$ cat src/rtl/number_grid_pkg.sv
`default_nettype none
// ============================================================================
// Module      : number_grid_pkg
// Description : Shared types and helpers for the number grid display:
//               per-cell visibility states, cell placement and cell colour.
// Revision    : 1.0 - initial release
// ============================================================================
package number_grid_pkg;

  typedef enum logic [1:0] {
    SHOW  = 2'd0,
    HIDE  = 2'd1,
    BLINK = 2'd2
  } cell_state_t;

  typedef struct packed {
    logic [10:0] x;
    logic [10:0] y;
  } cell_pos_t;

  // Glyph box of one rendered digit, in pixels
  localparam int c_CELL_W = 16;
  localparam int c_CELL_H = 32;

  // Column-major placement: index walks down a column before moving right
  function automatic cell_pos_t cell_pos(input int i, input int rows,
                                         input int tlx, input int tly,
                                         input int xd, input int yd);
    cell_pos_t p;
    p.x = 11'(tlx + xd * (i / rows));
    p.y = 11'(tly + yd * (i % rows));
    return p;
  endfunction

  // Distinct colour per cell so overlapping cells can be told apart
  function automatic logic [7:0] cell_color(input int i);
    return 8'h1F | 8'((i % 8) << 5);
  endfunction

  function automatic int max_int(input int a, input int b);
    return (a > b) ? a : b;
  endfunction

endpackage
`default_nettype wire

$ cat src/rtl/number_cell_timer.sv
`default_nettype none
// ============================================================================
// Module      : number_cell_timer
// Description : Hit-driven visibility FSM for one grid cell with a
//               frame-counting timer, registered show, expiry and busy bits.
// Revision    : 1.0 - initial release
// ============================================================================
module number_cell_timer
  import number_grid_pkg::*;
#(
  parameter int HIDE_FRAMES  = 450,
  parameter int BLINK_FRAMES = 0,
  parameter int BLINK_LOG2   = 3
) (
  input  logic clk,
  input  logic resetN,
  input  logic hit_i,
  input  logic tick_i,      // frame boundary while not frozen
  output logic show_o,
  output logic expired_o,
  output logic busy_o
);

  localparam int T_W = $clog2(max_int(HIDE_FRAMES, BLINK_FRAMES) + 1);
  localparam logic [T_W-1:0] c_HIDE  = T_W'(HIDE_FRAMES);
  localparam logic [T_W-1:0] c_BLINK = T_W'(BLINK_FRAMES);
  localparam logic [T_W-1:0] c_ONE   = T_W'(1);

  cell_state_t    state_q;
  logic [T_W-1:0] timer_q;
  logic           show_q;
  logic           expired_q;
  logic           busy_q;
  logic           w_blink_off;

  // Blink phase bit, widened so a large BLINK_LOG2 simply reads as zero
  assign w_blink_off = ((32'(timer_q) >> BLINK_LOG2) & 32'd1) != 32'd0;

  // Cell FSM: hits always win over a coincident frame tick
  always_ff @(posedge clk or negedge resetN) begin
    if (!resetN) begin
      state_q   <= SHOW;
      timer_q   <= '0;
      show_q    <= 1'b1;
      expired_q <= 1'b0;
      busy_q    <= 1'b0;
    end else begin
      expired_q <= 1'b0;
      show_q    <= (state_q == SHOW) | ((state_q == BLINK) & ~w_blink_off);
      if (hit_i) begin
        state_q <= HIDE;
        timer_q <= c_HIDE;
        busy_q  <= 1'b1;
      end else if (tick_i) begin
        case (state_q)
          HIDE: begin
            if (timer_q == c_ONE) begin
              if (BLINK_FRAMES > 0) begin
                state_q <= BLINK;
                timer_q <= c_BLINK;
              end else begin
                state_q   <= SHOW;
                timer_q   <= '0;
                expired_q <= 1'b1;
                busy_q    <= 1'b0;
              end
            end else begin
              timer_q <= timer_q - c_ONE;
            end
          end
          BLINK: begin
            if (timer_q == c_ONE) begin
              state_q   <= SHOW;
              timer_q   <= '0;
              expired_q <= 1'b1;
              busy_q    <= 1'b0;
            end else begin
              timer_q <= timer_q - c_ONE;
            end
          end
          default: ;
        endcase
      end
    end
  end

  assign show_o    = show_q;
  assign expired_o = expired_q;
  assign busy_o    = busy_q;

endmodule
`default_nettype wire

$ cat src/rtl/number_display.sv
`default_nettype none
// ============================================================================
// Module      : number_display
// Description : Seven-segment style renderer for one digit in a 16x32 box.
//               Purely combinational from the pixel position.
// Revision    : 1.0 - initial release
// ============================================================================
module number_display
  import number_grid_pkg::*;
#(
  parameter logic [7:0] COLOR = 8'hFF
) (
  input  logic [10:0] pixelX,
  input  logic [10:0] pixelY,
  input  logic [10:0] topLeftX,
  input  logic [10:0] topLeftY,
  input  logic [3:0]  digit,
  input  logic        show,
  output logic        drawingRequest,
  output logic [7:0]  RGBout
);

  logic        w_in_box;
  logic [10:0] w_dx;
  logic [10:0] w_dy;
  logic [6:0]  w_seg;   // {a,b,c,d,e,f,g}
  logic        w_lit;

  assign w_in_box = ({1'b0, pixelX} >= {1'b0, topLeftX}) &&
                    ({1'b0, pixelX} <  {1'b0, topLeftX} + 12'(c_CELL_W)) &&
                    ({1'b0, pixelY} >= {1'b0, topLeftY}) &&
                    ({1'b0, pixelY} <  {1'b0, topLeftY} + 12'(c_CELL_H));
  assign w_dx = pixelX - topLeftX;
  assign w_dy = pixelY - topLeftY;

  // Segment pattern per digit; values above 9 draw nothing
  always_comb begin
    w_seg = 7'b0000000;
    case (digit)
      4'd0: w_seg = 7'b1111110;
      4'd1: w_seg = 7'b0110000;
      4'd2: w_seg = 7'b1101101;
      4'd3: w_seg = 7'b1111001;
      4'd4: w_seg = 7'b0110011;
      4'd5: w_seg = 7'b1011011;
      4'd6: w_seg = 7'b1011111;
      4'd7: w_seg = 7'b1110000;
      4'd8: w_seg = 7'b1111111;
      4'd9: w_seg = 7'b1111011;
      default: w_seg = 7'b0000000;
    endcase
  end

  // Map the in-box offset onto the lit segments
  always_comb begin
    w_lit = 1'b0;
    if (w_seg[6] && w_dy <= 11'd3  && w_dx >= 11'd2  && w_dx <= 11'd13) w_lit = 1'b1;
    if (w_seg[5] && w_dx >= 11'd12 && w_dy >= 11'd2  && w_dy <= 11'd15) w_lit = 1'b1;
    if (w_seg[4] && w_dx >= 11'd12 && w_dy >= 11'd16 && w_dy <= 11'd29) w_lit = 1'b1;
    if (w_seg[3] && w_dy >= 11'd28 && w_dx >= 11'd2  && w_dx <= 11'd13) w_lit = 1'b1;
    if (w_seg[2] && w_dx <= 11'd3  && w_dy >= 11'd16 && w_dy <= 11'd29) w_lit = 1'b1;
    if (w_seg[1] && w_dx <= 11'd3  && w_dy >= 11'd2  && w_dy <= 11'd15) w_lit = 1'b1;
    if (w_seg[0] && w_dy >= 11'd14 && w_dy <= 11'd17 && w_dx >= 11'd2 && w_dx <= 11'd13) w_lit = 1'b1;
  end

  assign drawingRequest = w_in_box & w_lit & show;
  assign RGBout         = COLOR;

endmodule
`default_nettype wire

$ cat src/rtl/number_grid_display.sv
`default_nettype none
// ============================================================================
// Module      : number_grid_display
// Description : ROWS x COLS grid of digits with per-cell hit/hide/blink
//               timing, priority-merged draw request and colour.
// Revision    : 1.0 - initial release
// ============================================================================
module number_grid_display
  import number_grid_pkg::*;
#(
  parameter int ROWS         = 3,
  parameter int COLS         = 1,
  parameter int TOP_LEFT_X   = 150,
  parameter int TOP_LEFT_Y   = 100,
  parameter int X_DIFF       = 50,
  parameter int Y_DIFF       = 100,
  parameter int HIDE_FRAMES  = 450,
  parameter int BLINK_FRAMES = 0,
  parameter int BLINK_LOG2   = 3,
  localparam int NUM_CELLS   = ROWS * COLS
) (
  input  logic                      clk,
  input  logic                      resetN,
  input  logic [NUM_CELLS-1:0][3:0] numbersToShow,
  input  logic [10:0]               pixelX,
  input  logic [10:0]               pixelY,
  input  logic                      startOfFrame,
  input  logic [NUM_CELLS-1:0]      singleHit,
  input  logic                      freeze,
  output logic [NUM_CELLS-1:0]      numbersDR,
  output logic [NUM_CELLS-1:0][7:0] numbersRGB,
  output logic                      anyDR,
  output logic [7:0]                mergedRGB,
  output logic [NUM_CELLS-1:0]      showNum,
  output logic [NUM_CELLS-1:0]      expired,
  output logic                      busy
);

  logic                 w_tick;
  logic [NUM_CELLS-1:0] w_busy;

  assign w_tick = startOfFrame & ~freeze;

  for (genvar i = 0; i < NUM_CELLS; i++) begin : g_cell
    localparam cell_pos_t c_POS = cell_pos(i, ROWS, TOP_LEFT_X, TOP_LEFT_Y, X_DIFF, Y_DIFF);

    number_cell_timer #(
      .HIDE_FRAMES  (HIDE_FRAMES),
      .BLINK_FRAMES (BLINK_FRAMES),
      .BLINK_LOG2   (BLINK_LOG2)
    ) u_timer (
      .clk       (clk),
      .resetN    (resetN),
      .hit_i     (singleHit[i]),
      .tick_i    (w_tick),
      .show_o    (showNum[i]),
      .expired_o (expired[i]),
      .busy_o    (w_busy[i])
    );

    number_display #(
      .COLOR (cell_color(i))
    ) u_display (
      .pixelX         (pixelX),
      .pixelY         (pixelY),
      .topLeftX       (c_POS.x),
      .topLeftY       (c_POS.y),
      .digit          (numbersToShow[i]),
      .show           (showNum[i]),
      .drawingRequest (numbersDR[i]),
      .RGBout         (numbersRGB[i])
    );
  end

  assign busy = |w_busy;

  // Fixed-priority merge: walking downward lets index 0 overwrite the rest
  always_comb begin
    anyDR     = 1'b0;
    mergedRGB = 8'h00;
    for (int i = NUM_CELLS - 1; i >= 0; i--) begin
      if (numbersDR[i]) begin
        anyDR     = 1'b1;
        mergedRGB = numbersRGB[i];
      end
    end
  end

endmodule
`default_nettype wire

$ cat config.mk
export PLATFORM = sky130hd
export DESIGN_NAME = number_grid_display
export DESIGN_NICKNAME = d
export VERILOG_FILES = /design/src/rtl/number_grid_pkg.sv /design/src/rtl/number_cell_timer.sv /design/src/rtl/number_display.sv /design/src/rtl/number_grid_display.sv
export SDC_FILE = /design/constraint.sdc
export NUM_CORES = 1
export LEC_CHECK = 0
export ABC_AREA = 0
export BUFFER_PORTS_ARGS = -buffer_cell sky130_fd_sc_hd__buf_2
export CAP_MARGIN = 15
export CORE_MARGIN = 2
export CORE_UTILIZATION = 40
export CTS_BUF_LIST = sky130_fd_sc_hd__clkbuf_4 sky130_fd_sc_hd__clkbuf_8
export DETAILED_ROUTE_END_ITERATION = 6
export PLACE_DENSITY = 0.62
export SKIP_CTS_REPAIR_TIMING = 1
export SLEW_MARGIN = 20
export SYNTH_ARGS = -nofsm -noshare
export SYNTH_HDL_FRONTEND = slang
export SYNTH_SLANG_ARGS = --single-unit
$ cat constraint.sdc
create_clock -name clk -period 4.4 [get_ports clk]
set_clock_uncertainty 0.05 [all_clocks]
set_input_delay 0.44 -clock clk [delete_from_list [all_inputs] [get_ports clk]]
set_output_delay 0.44 -clock clk [all_outputs]
set_load 0.01 [all_outputs]
==> flow_metrics.env <==
export IMPL_status="complete, no violations"
export IMPL_synthFlopType="dfrtp_1"
export IMPL_via_per_inst=5.43
export IMPL_rsz0062_at_grt="no"
export IMPL_tns_ns=0
export IMPL_endpoint_kind="primary output"
export IMPL_crit_family="compound AO/OA/AOI/OAI gates"
export IMPL_grt_pass1_wl_mm=16.5
export IMPL_critPathBufInv=3
export IMPL_final_util_pct=44.0
export IMPL_routedWlPerCell_um=13.9
export IMPL_die_w_um=105
export IMPL_dp_cells=677
export IMPL_whs_ns=0.177
export IMPL_fin_nets=631
export IMPL_period_minus_slack_ns=3.69
export IMPL_clk_latency_ns=0.28
export IMPL_drive_gt1_share_pct=14.2
export IMPL_final_cell_mix="buf_2 (58), nor2_1 (44), ha_1 (39)"
export IMPL_crit_top_cell="buf_2"
export IMPL_dpl_hpwl_mm=7.51
export IMPL_finalPower_mw=0.851
export IMPL_start_kind="input pin"
export IMPL_cts_buffers=5
export IMPL_layout_commonest_cell="buf_2"
export IMPL_synth_top_area_cell="dfrtp_1"
export IMPL_drv_cap=0
export IMPL_seq_area_frac_synth_pct=22.1
export IMPL_ioPinCount=84
export IMPL_worst_pin_slew_ns=0.778
export IMPL_slowest_stage="or3_1"
export IMPL_synth_top_area_share_pct=20.2
export IMPL_cts_max_level=2
export IMPL_path_clk_slew_ns=0.07
export IMPL_fmax_mhz=271
export IMPL_fin_ws_ns=0.711
export IMPL_cts_buffer_depth=2
export IMPL_core_area_mm2=0.00986
export IMPL_rows=36
export IMPL_worstPathArrival_ns=3.20
export IMPL_finalCritPeriodShare_pct=83.8
export IMPL_track_usage_pct=17.5
export IMPL_syn2layout_area_growth_pct=5.99
export IMPL_syn_avg_cell_area_um2=7.79
export IMPL_via_count=3715
export IMPL_maxSlewViolCount=0
export IMPL_worstPathRequired_ns=3.91
export IMPL_pre_cts_ws_ns=0.720
export IMPL_relSlewSlack_pct=48.2
export IMPL_antenna_left=0
export IMPL_netlist_area_mm2=0.00409
export IMPL_p_per_area_mw_per_mm2=196
export IMPL_yosysWarnings=0
export IMPL_port_buffers=58
export IMPL_antenna_found_initial=0
export IMPL_initial_core_util_pct=41.5
export IMPL_synth_edff_count=0
export IMPL_crit_cells=11
export IMPL_path_cells="buf_2, inv_1, ha_1, nor2b_1, o21ai_0, nor3b_1, a22o_1, o41ai_2, a21oi_1, or3_1, buf_2"
export IMPL_cts_tree="built"
export IMPL_diodes=0
export IMPL_gp_congestion=0.862
export IMPL_grt_max_degree=37
export IMPL_path_max_fanout=19
export IMPL_cts_sinks=36
export IMPL_synth_cells=525
export IMPL_drt_wl_total_mm=9.53
export IMPL_grt_pass1_vias=3536
export IMPL_post_dp_cell_area_mm2=0.00424
export IMPL_fin_cells=684
export IMPL_grt_overflow=0
export IMPL_setup_viol=0
export IMPL_drt_pass1_iterations=4
export IMPL_leakage_nw=1.95
export IMPL_synth_area_leaders="dfrtp_1 (20%), ha_1 (12%), buf_4 (7.3%)"
export IMPL_async_flop_share_pct=100
export IMPL_clock_root_buffer="clkbuf_8"
export IMPL_final_hold_viol_count=0
export IMPL_drt_iter0_markers=278
export IMPL_synth_seq_cells=36
export IMPL_reg2reg_depth=5
export IMPL_critical_path_max_stage_delay_ns=0.45
export IMPL_critPathKind="in2out"
export IMPL_drc_errors=0
export IMPL_synthDistinctLibCells=68
export IMPL_dieArea_mm2=0.0111
export IMPL_design_area_mm2=0.00434
export IMPL_hold_path_class="in2async"
export IMPL_die_h_um=105
export IMPL_ir_worst_vdd_uv=227
-- layer usage --
| metal | GRT usage [%] | share of wire [%] | up-vias |
|---|---|---|---|
| met4 | 5.90 | 1.7 | 0 |
| met1 | 22.6 | 45 | 1745 |
| met3 | 2.43 | 3.9 | 10 |
| li1 | - | - | 1887 |
| met5 | 0 | 0 | - |
| met2 | 30.0 | 49 | 73 |
-- area by class of cell --
type | instances | area [µm²]
Tap cell | 133 | 166
Multi-Input combinational cell | 417 | 2760
Sequential cell | 36 | 905
Clock buffer | 7 | 96.3
Inverter | 33 | 124
Fill cell | 1004 | 5530
Timing Repair Buffer | 58 | 290
-- flip-flops by register name, summed over array words and instances (netlist names) --
register,cells
g_cell.u_timer.busy_o,3
g_cell.u_timer.expired_o,3
g_cell.u_timer.show_o,3
g_cell.u_timer.timer_q,27
-- power by group --
part	internal [mW]	switching [mW]	leakage, nW
logic	0.0936	0.156	1.49
registers	0.340	0.00949	0.414
clock network	0.139	0.113	0.0503
total	0.573	0.278	1.95
-- logic make-up (layout without fill, tap and decap cells) --
family | after synthesis | in the layout | share of synthesized area, %
AO/OA/AOI/OAI | 142 | 142 | 24.3
XOR/XNOR | 7 | 7 | 1.50
adder cells (fa/ha/maj) | 39 | 39 | 11.9
buffers and inverters | 95 | 98 | 12.7
flip-flops | 36 | 36 | 22.1
multiplexers | 10 | 10 | 2.45
other | 2 | 25 | 0.184
AND/OR/NAND/NOR | 194 | 194 | 24.9
-- synthesized netlist by cell type, drive strengths merged (3+ instances only) --
master / instances
a21o: 5
or2: 3
a21oi: 31
a31o: 4
a31oi: 3
a32oi: 4
buf: 44
clkbuf: 18
dfstp: 3
o32a: 3
xor2: 3
o31a: 5
nand3b: 3
o31ai: 3
mux2i: 10
a221o: 4
nor3b: 5
nand2: 33
a211o: 8
xnor2: 4
ha: 39
and2: 7
o22ai: 4
dfrtp: 33
and3: 7
nand3: 15
nor4: 7
o2111ai: 4
nand2b: 11
a211oi: 3
or4: 3
o21ai: 31
or3b: 3
o21a: 6
nor2b: 10
or3: 4
nor2: 45
nor3: 25
inv: 33
o211ai: 4
-- worst paths after layout --
path | startpoint | slack, ns | endpoint
worst min register to register | g_cell[2].u_timer.busy_o | 0.40 | g_cell[2].u_timer.show_o
worst min-delay path | resetN | 0.18 | g_cell[2].u_timer.timer_q[3]
worst max register to register | g_cell[1].u_timer.timer_q[3] | 2.31 | g_cell[1].u_timer.timer_q[8]
max in group asynchronous | resetN | 3.62 | g_cell[1].u_timer.busy_o
min in group clk | g_cell[2].u_timer.busy_o | 0.40 | g_cell[2].u_timer.show_o
worst max-delay path | pixelY[2] | 0.71 | mergedRGB[1]
(Power assumes the default switching activity.)
